--- src/rtl/fft_pkg.sv ---
// Shared defaults and fixed-point helpers for the FFT butterfly slice.
package fft_pkg;

  localparam int unsigned N_DEF    = 8;
  localparam int unsigned I_DEF    = 4;
  localparam int unsigned F_DEF    = 4;
  localparam int unsigned CMUL_LAT = 3;

  // Clamp a sign-extended value to the signed range of an n-bit word.
  function automatic logic signed [31:0] sat_n(input logic signed [32:0] v,
                                               input int unsigned n);
    logic signed [32:0] hi;
    logic signed [32:0] lo;
    hi = (33'sd1 <<< (n - 1)) - 33'sd1;
    lo = -(33'sd1 <<< (n - 1));
    if (v > hi)      return 32'(hi);
    else if (v < lo) return 32'(lo);
    else             return 32'(v);
  endfunction

  // Halve with round-half-up: (v + 1) >>> 1.
  function automatic logic signed [31:0] rnd_shr1(input logic signed [32:0] v);
    logic signed [32:0] t;
    t = (v + 33'sd1) >>> 1;
    return 32'(t);
  endfunction

endpackage

--- src/rtl/fft_butterfly_if.sv ---
// Data/handshake bundle between the stage controller and fft_butterfly.
interface fft_butterfly_if import fft_pkg::*; #(
  parameter int unsigned N = N_DEF
);
  logic         i_en;
  logic         i_valid;
  logic [N-1:0] i_a_re;
  logic [N-1:0] i_a_im;
  logic [N-1:0] i_bw_re;
  logic [N-1:0] i_bw_im;
  logic         i_clr_ovf;
  logic         o_valid;
  logic [N-1:0] o_x0_re;
  logic [N-1:0] o_x0_im;
  logic [N-1:0] o_x1_re;
  logic [N-1:0] o_x1_im;
  logic         o_ovf;

  modport master (
    output i_en, i_valid, i_a_re, i_a_im, i_bw_re, i_bw_im, i_clr_ovf,
    input  o_valid, o_x0_re, o_x0_im, o_x1_re, o_x1_im, o_ovf
  );

  modport slave (
    input  i_en, i_valid, i_a_re, i_a_im, i_bw_re, i_bw_im, i_clr_ovf,
    output o_valid, o_x0_re, o_x0_im, o_x1_re, o_x1_im, o_ovf
  );
endinterface

--- src/rtl/cplx_delay_line.sv ---
// Enable-gated shift register that aligns operand A with the multiplier output.
module cplx_delay_line import fft_pkg::*; #(
  parameter int unsigned W     = 1,
  parameter int unsigned DEPTH = CMUL_LAT
) (
  input  logic         clk,
  input  logic         rst_n,
  input  logic         i_en,
  input  logic [W-1:0] i_d,
  output logic [W-1:0] o_d
);

  logic [W-1:0] sr [DEPTH];

  always_ff @(posedge clk or negedge rst_n) begin
    if (!rst_n) begin
      for (int unsigned i = 0; i < DEPTH; i++) sr[i] <= '0;
    end else if (i_en) begin
      sr[0] <= i_d;
      for (int unsigned i = 1; i < DEPTH; i++) sr[i] <= sr[i-1];
    end
  end

  assign o_d = sr[DEPTH-1];

endmodule

--- src/rtl/fft_butterfly.sv ---
// Radix-2 DIT butterfly: X0 = A + BW, X1 = A - BW in signed QI.F.
// Build macro FFT_BFLY_SCALE_EN selects halving with rounding instead of saturation.
module fft_butterfly import fft_pkg::*; #(
  parameter int unsigned N   = N_DEF,
  parameter int unsigned I   = I_DEF,
  parameter int unsigned F   = F_DEF,
  parameter int unsigned LAT = CMUL_LAT
) (
  input  logic            clk,
  input  logic            rst_n,
  fft_butterfly_if.slave  bus
);

  localparam int unsigned DW = 2 * N + 1;

  if ((I + F != N) || (LAT < 1) || (LAT > 8)) begin : g_bad_cfg
    $error("fft_butterfly: illegal parameter set");
  end

  logic [DW-1:0] dly_q;
  logic          d_valid;
  logic [N-1:0]  d_re;
  logic [N-1:0]  d_im;

  cplx_delay_line #(.W(DW), .DEPTH(LAT)) u_dly (
    .clk   (clk),
    .rst_n (rst_n),
    .i_en  (bus.i_en),
    .i_d   ({bus.i_valid, bus.i_a_re, bus.i_a_im}),
    .o_d   (dly_q)
  );

  assign {d_valid, d_re, d_im} = dly_q;

  logic signed [N:0] s0_re, s0_im, s1_re, s1_im;
  logic              sat_any;

  always_comb begin
    s0_re = {d_re[N-1], d_re} + {bus.i_bw_re[N-1], bus.i_bw_re};
    s0_im = {d_im[N-1], d_im} + {bus.i_bw_im[N-1], bus.i_bw_im};
    s1_re = {d_re[N-1], d_re} - {bus.i_bw_re[N-1], bus.i_bw_re};
    s1_im = {d_im[N-1], d_im} - {bus.i_bw_im[N-1], bus.i_bw_im};
  end

  function automatic logic [N-1:0] post(input logic signed [N:0] s);
    logic signed [31:0] t;
`ifdef FFT_BFLY_SCALE_EN
    t = rnd_shr1(33'(s));
`else
    t = sat_n(33'(s), N);
`endif
    return N'(t);
  endfunction

`ifdef FFT_BFLY_SCALE_EN
  assign sat_any = 1'b0;
`else
  // An (N+1)-bit sum fits in N bits iff its top two bits agree.
  assign sat_any = (s0_re[N] ^ s0_re[N-1]) | (s0_im[N] ^ s0_im[N-1]) |
                   (s1_re[N] ^ s1_re[N-1]) | (s1_im[N] ^ s1_im[N-1]);
`endif

  always_ff @(posedge clk or negedge rst_n) begin
    if (!rst_n) begin
      bus.o_valid <= 1'b0;
      bus.o_x0_re <= '0;
      bus.o_x0_im <= '0;
      bus.o_x1_re <= '0;
      bus.o_x1_im <= '0;
    end else if (bus.i_en) begin
      bus.o_valid <= d_valid;
      bus.o_x0_re <= post(s0_re);
      bus.o_x0_im <= post(s0_im);
      bus.o_x1_re <= post(s1_re);
      bus.o_x1_im <= post(s1_im);
    end
  end

  always_ff @(posedge clk or negedge rst_n) begin
    if (!rst_n)                              bus.o_ovf <= 1'b0;
    else if (bus.i_en && d_valid && sat_any) bus.o_ovf <= 1'b1;
    else if (bus.i_clr_ovf)                  bus.o_ovf <= 1'b0;
  end

endmodule

--- src/flat_wrapper.sv ---
// flat-port wrapper written by rule: the top's interface ports become plain ports
module fft_butterfly_flat import fft_pkg::*;
#(
  parameter int unsigned N   = N_DEF,
  parameter int unsigned I   = I_DEF,
  parameter int unsigned F   = F_DEF,
  parameter int unsigned LAT = CMUL_LAT
)
  (clk, rst_n, bus_i_en, bus_i_valid, bus_i_a_re, bus_i_a_im, bus_i_bw_re, bus_i_bw_im, bus_i_clr_ovf, bus_o_valid, bus_o_x0_re, bus_o_x0_im, bus_o_x1_re, bus_o_x1_im, bus_o_ovf);
  fft_butterfly_if #(.N(N)) bus_i ();
  input  logic clk;
  input  logic rst_n;
  input wire logic [$bits(bus_i.i_en)-1:0] bus_i_en;
  input wire logic [$bits(bus_i.i_valid)-1:0] bus_i_valid;
  input wire logic [$bits(bus_i.i_a_re)-1:0] bus_i_a_re;
  input wire logic [$bits(bus_i.i_a_im)-1:0] bus_i_a_im;
  input wire logic [$bits(bus_i.i_bw_re)-1:0] bus_i_bw_re;
  input wire logic [$bits(bus_i.i_bw_im)-1:0] bus_i_bw_im;
  input wire logic [$bits(bus_i.i_clr_ovf)-1:0] bus_i_clr_ovf;
  output wire logic [$bits(bus_i.o_valid)-1:0] bus_o_valid;
  output wire logic [$bits(bus_i.o_x0_re)-1:0] bus_o_x0_re;
  output wire logic [$bits(bus_i.o_x0_im)-1:0] bus_o_x0_im;
  output wire logic [$bits(bus_i.o_x1_re)-1:0] bus_o_x1_re;
  output wire logic [$bits(bus_i.o_x1_im)-1:0] bus_o_x1_im;
  output wire logic [$bits(bus_i.o_ovf)-1:0] bus_o_ovf;
  assign bus_i.i_en = bus_i_en;
  assign bus_i.i_valid = bus_i_valid;
  assign bus_i.i_a_re = bus_i_a_re;
  assign bus_i.i_a_im = bus_i_a_im;
  assign bus_i.i_bw_re = bus_i_bw_re;
  assign bus_i.i_bw_im = bus_i_bw_im;
  assign bus_i.i_clr_ovf = bus_i_clr_ovf;
  assign bus_o_valid = bus_i.o_valid;
  assign bus_o_x0_re = bus_i.o_x0_re;
  assign bus_o_x0_im = bus_i.o_x0_im;
  assign bus_o_x1_re = bus_i.o_x1_re;
  assign bus_o_x1_im = bus_i.o_x1_im;
  assign bus_o_ovf = bus_i.o_ovf;
  fft_butterfly #(.N(N), .I(I), .F(F), .LAT(LAT)) u_core (.clk(clk), .rst_n(rst_n), .bus(bus_i));
endmodule
--- config.mk ---
export PLATFORM = sky130hd
export DESIGN_NAME = fft_butterfly_flat
export DESIGN_NICKNAME = d
export VERILOG_FILES = /design/src/rtl/fft_pkg.sv /design/src/rtl/fft_butterfly_if.sv /design/src/rtl/cplx_delay_line.sv /design/src/rtl/fft_butterfly.sv /design/src/flat_wrapper.sv
export SDC_FILE = /design/constraint.sdc
export NUM_CORES = 1
export LEC_CHECK = 0
export CORE_AREA = 5 5 81 138
export CTS_BUF_LIST = sky130_fd_sc_hd__clkbuf_4 sky130_fd_sc_hd__clkbuf_8
export CTS_CLUSTER_SIZE = 20
export DETAILED_ROUTE_END_ITERATION = 12
export DIE_AREA = 0 0 86 143
export PLACE_DENSITY = 0.81
export SYNTH_ARGS = -nofsm -noshare
export SYNTH_HDL_FRONTEND = slang
export SYNTH_HIERARCHICAL = 1
export SYNTH_SLANG_ARGS = --single-unit
--- constraint.sdc ---
create_clock -name clk -period 7.5 [get_ports clk]
set_input_delay 2.25 -clock clk [delete_from_list [all_inputs] [get_ports clk]]
set_output_delay 2.25 -clock clk [all_outputs]
set_load 0.01 [all_outputs]
==> impl_results.md <==
- Status: complete, no violations
- Clk root buf: clkbuf_8
- N_diodes: 0
- Syn Inst Count: roughly 520
- Die area: 0.01230 mm2
- All-layer global routing usage: 0.2099
- Final TNS setup: 0 ns
- Share of layout cells above drive strength 1: 0.1754
- Worst Skew: 0.008868 ns
- Clock Latency Late Sink: 0.36 ns
- Hold Crit Depth: 2
- Most used cell, CP: ha_1
- I/O pin total: 71
- Synth Area per Inst: about 11 um2
- Layout Nets: between 600 and 700
- Worst Setup Slack, final: approximately 2.3 ns
- Initial DRC Count: 203
- Worst Hold Path EP: u_core/bus.o_x1_re[7]
- Reg-to-reg endpoint: u_core/bus.o_x1_im[2]
- Beginning of the worst hold path: u_core/bus.o_x1_re[7]
- Worst hold path class: reg2reg
- CP Launch Type: input port
- Post-synthesis instance area: 0.005852 mm2
- Least-Margin Pin Slew: 1.054 ns
- Critical path origin: bus_i_bw_im[4]
- Vias post-DR: 4172
- Placement Cell Area: 0.006372 mm2
- Die X: 86 um
- Power per Cell Area: 298.3 mW/mm2
- Largest net degree at the start of global routing: 86
- Number of antenna violations at the first check in global routing: 0
- Area of the multi-input gates: 0.003254 mm2
- Slowest cell on crit path: ha_1
- Comb pwr share: 0.496
- WL final: 12.36 mm
- Final Util: 0.6631
- Post-CTS Resized: 0
- WP data arrival: ~5.4 ns
- Final worst-path cycle share: 0.6921
- Crit path capture type: flip-flop
- Max IR drop VDD: 0.1652 mV
- Synth cell types: 78
- Switching Share: 0.3735
- Initial Util: 0.5905
- EDFF count, synth: 0
- CP bufs+invs: 2
- Slew Limit Headroom: 0.2971
- Max FO, Critical Path: 17
- Synth Flop Type: dfrtp_1
- Reg area: 0.002127 mm2
- Fin crit period: 5.191 ns
- Chip height: 143 um
- Post-Place Setup Slack: 1.947 ns
- Wire per inst: ~18 um
- Pwr Total: 1.960 mW
- 1st-pass router iterations: 5
- Internal: 1.228 mW
- Port Buffers: 70
- CTS Buf Count: 9
- Yosys warns: 6
- RePlAce Congestion: 0.9225
- Clock net sink count: 85
- Reg2Reg Depth: 11
- Crit path kind: in2reg
- Synth Net Count: just over 600
- Reg-to-reg slack, setup: 4.33 ns
- Clk buf depth: 2
- Synthesis-to-finish area growth: 12.29%
- Async S/R FF share, synth: 1.000
- Clk pwr share: 0.168
- LEAKAGE: 2.878 nW
- Crit path cell chain: clkdlybuf4s50_1, inv_1, ha_1, nand3_1, a21oi_1, nor4_1, a211oi_2, ha_1, nand2b_1, mux2_2, o21ai_1, o211a_1, a221o_1
- Critical Path RT: 7.74 ns
- Grt ovf: 0
- CP peak stage delay: roughly 0.62 ns
- Rows: 48
- Net Switching: 0.7321 mW
- RSZ-0062 raised after global routing: false
- Kind of cell adding the most delay to the critical path: compound AO/OA/AOI/OAI gates
- Core area: 0.009910 mm2
- Hold Vio Cnt, Final: 0
- Final count of pins violating max slew: 0
- Post-CTS Setup Inserts: 0
- Post-DP HPWL: 9.355 mm
- Vias/cell: 6.003
- Sequential group share of total power: 0.336
- # H-tree levels: 3
- FILL cells: 782
- Vias in the first global route: between 4k and 5k
- CTS tree: yes
- Final setup viols: 0
- Reg2Reg Launch Point: u_core/u_dly/o_d[4]
- Register bit count reported by yosys: 85
- Highest clock rate: 0.1926 GHz
- First-pass GRT wire length: 20.40 mm
- Worst-path clk slew: 0.09 ns
- Hold_buf cts: 0
- Drc violations: 0
- Maxcap violations: 0
- Final ANT Viol Nets: 0
- Seq/Total Area, Yosys: 0.3635
- Finished Cell Area: 0.006571 mm2
-- layout by cell type, fill, tap and decap left out, types with 4 or more instances in the layout --
master | synthesis | final
o22a_1 | 14 | 14
clkbuf_8 | 0 | 11
xor2_1 | 7 | 7
nor3_1 | 9 | 9
clkdlybuf4s50_1 | 0 | 68
a211oi_1 | 5 | 5
nand3b_1 | 6 | 6
nor3b_1 | 8 | 8
o221a_2 | 6 | 6
nand4_1 | 4 | 4
a221o_1 | 5 | 5
o211ai_1 | 4 | 4
nor2b_1 | 12 | 12
inv_1 | 33 | 33
o21ai_0 | 18 | 18
o21ai_1 | 4 | 4
ha_1 | 42 | 42
a21oi_1 | 14 | 14
mux2_4 | 50 | 50
xnor2_1 | 4 | 4
nor2_1 | 40 | 40
dfrtp_1 | 85 | 85
nand3_1 | 8 | 8
nand2_1 | 13 | 13
and3b_1 | 4 | 4
fa_1 | 4 | 4
nand2b_1 | 13 | 13
-- routing by layer --
metal  global-route usage  routed length (um)  part of all wire  up-vias
met5                    0                   0                 0        -
met4               0.1084                 539             0.044        0
met3              0.04042                 528             0.043       48
met2               0.3644                6209              0.50      130
met1               0.2420                5083              0.41     2028
li1                     -                   -                 -     1966
-- worst register-to-register path: stages, from the launching register on --
cell and delay [ns]:
dfrtp_1 0.41, ha_1 0.63, nand3_1 0.16, a21oi_1 0.29, nor4_1 0.11, a211oi_2 0.33
ha_1 0.23, nand2b_1 0.10, mux2_2 0.13, o21ai_1 0.05, o211a_1 0.31, a221o_1 0.31
-- logic make-up (layout without fill, tap and decap cells) --
group	after synthesis	in the layout	share of synthesized area
muxes	55	55	0.1375
DFF	85	85	0.3635
AOI/OAI and AO/OA	112	112	0.1572
and+or+nand+nor	140	140	0.1415
xor gates and xnor gates	11	11	0.01646
buffers and inverters	74	121	0.08039
adders and majority gates	46	46	0.1035
-- metrics by stage --
stage                     hold slack, ns  std cells
after global routing              0.5197        695
after detailed placement          0.4867        680
after CTS                         0.5056        695
after floorplan                   0.4774        523
final                             0.4966        695
after global placement            0.4735        680
-- cells in the mapped netlist (3+ instances only) --
| master | instances | area [um2] |
|---|---|---|
| nand2_1 | 13 | 48.80 |
| o211ai_1 | 4 | 30.03 |
| buf_4 | 18 | 135.1 |
| mux2_2 | 3 | 33.78 |
| a211o_1 | 3 | 26.28 |
| nand3b_1 | 6 | 45.04 |
| dfrtp_1 | 85 | 2127 |
| a211oi_1 | 5 | 37.54 |
| mux2_4 | 50 | 750.7 |
| a21oi_1 | 14 | 70.07 |
| o22a_1 | 14 | 122.6 |
| o31ai_1 | 3 | 22.52 |
| xnor2_1 | 4 | 35.03 |
| nand4_1 | 4 | 25.02 |
| buf_6 | 5 | 56.30 |
| fa_1 | 4 | 80.08 |
| a211oi_2 | 3 | 37.54 |
| clkbuf_1 | 5 | 18.77 |
| nor2b_1 | 12 | 75.07 |
| o21ai_0 | 18 | 90.09 |
| a221o_1 | 5 | 50.05 |
| buf_2 | 5 | 25.02 |
| buf_12 | 5 | 100.1 |
| and3b_1 | 4 | 35.03 |
| nor3b_1 | 8 | 60.06 |
| inv_1 | 33 | 123.9 |
| o221a_2 | 6 | 67.56 |
| ha_1 | 42 | 525.5 |
| nor4_1 | 3 | 18.77 |
| nand3_1 | 8 | 40.04 |
| nand2b_1 | 13 | 81.33 |
| xor2_1 | 7 | 61.31 |
| or2_1 | 3 | 18.77 |
| nor2_1 | 40 | 150.1 |
| o21a_1 | 3 | 22.52 |
| nor3_1 | 9 | 45.04 |
| o21ai_1 | 4 | 20.02 |
-- power by group through the flow --
| stage | clock network (mW) | logic [mW] | registers, mW |
|---|---|---|---|
| 4_1_cts | 0.338 | 0.972 | 0.659 |
| 3_3_place_gp | 0 | 0.940 | 0.663 |
| 6_report | 0.330 | 0.973 | 0.658 |
| 5_1_grt | 0.358 | 1.06 | 0.672 |
| 2_1_floorplan | 0 | 0.658 | 0.671 |
| 3_5_place_dp | 0 | 0.965 | 0.668 |
-- flip-flops by register name, indices dropped and copies added (netlist names) --
name                count
u_core/bus.o_x1_re      8
u_core/bus.o_x0_im      8
u_core/u_dly/sr        34
u_core/bus.o_x1_im      8
u_core/bus.o_ovf        1
u_core/bus.o_x0_re      8
u_core/bus.o_valid      1
u_core/u_dly/o_d       17
-- area by class of cell --
| type | count | share of cell area |
|---|---|---|
| Inverter | 35 | 0.01999 |
| Multi-Input combinational cell | 364 | 0.4952 |
| Tap cell | 125 | 0.02380 |
| Sequential cell | 85 | 0.3237 |
| Clock buffer | 11 | 0.02304 |
| Timing Repair Buffer | 71 | 0.1070 |
| Clock inverter | 4 | 0.007235 |
-- how the worst max path moves through the flow --
stage,end,cells past startpoint
after global routing,u_core/bus.o_x1_im[2],13
after detailed placement,u_core/bus.o_x1_im[2],13
final,u_core/bus.o_x1_im[2],13
after global placement,u_core/bus.o_x1_im[5],13
after CTS,u_core/bus.o_x1_im[2],13
after floorplan,u_core/bus.o_x1_im[5],13
Note: power is estimated with default switching activity, not from simulation.
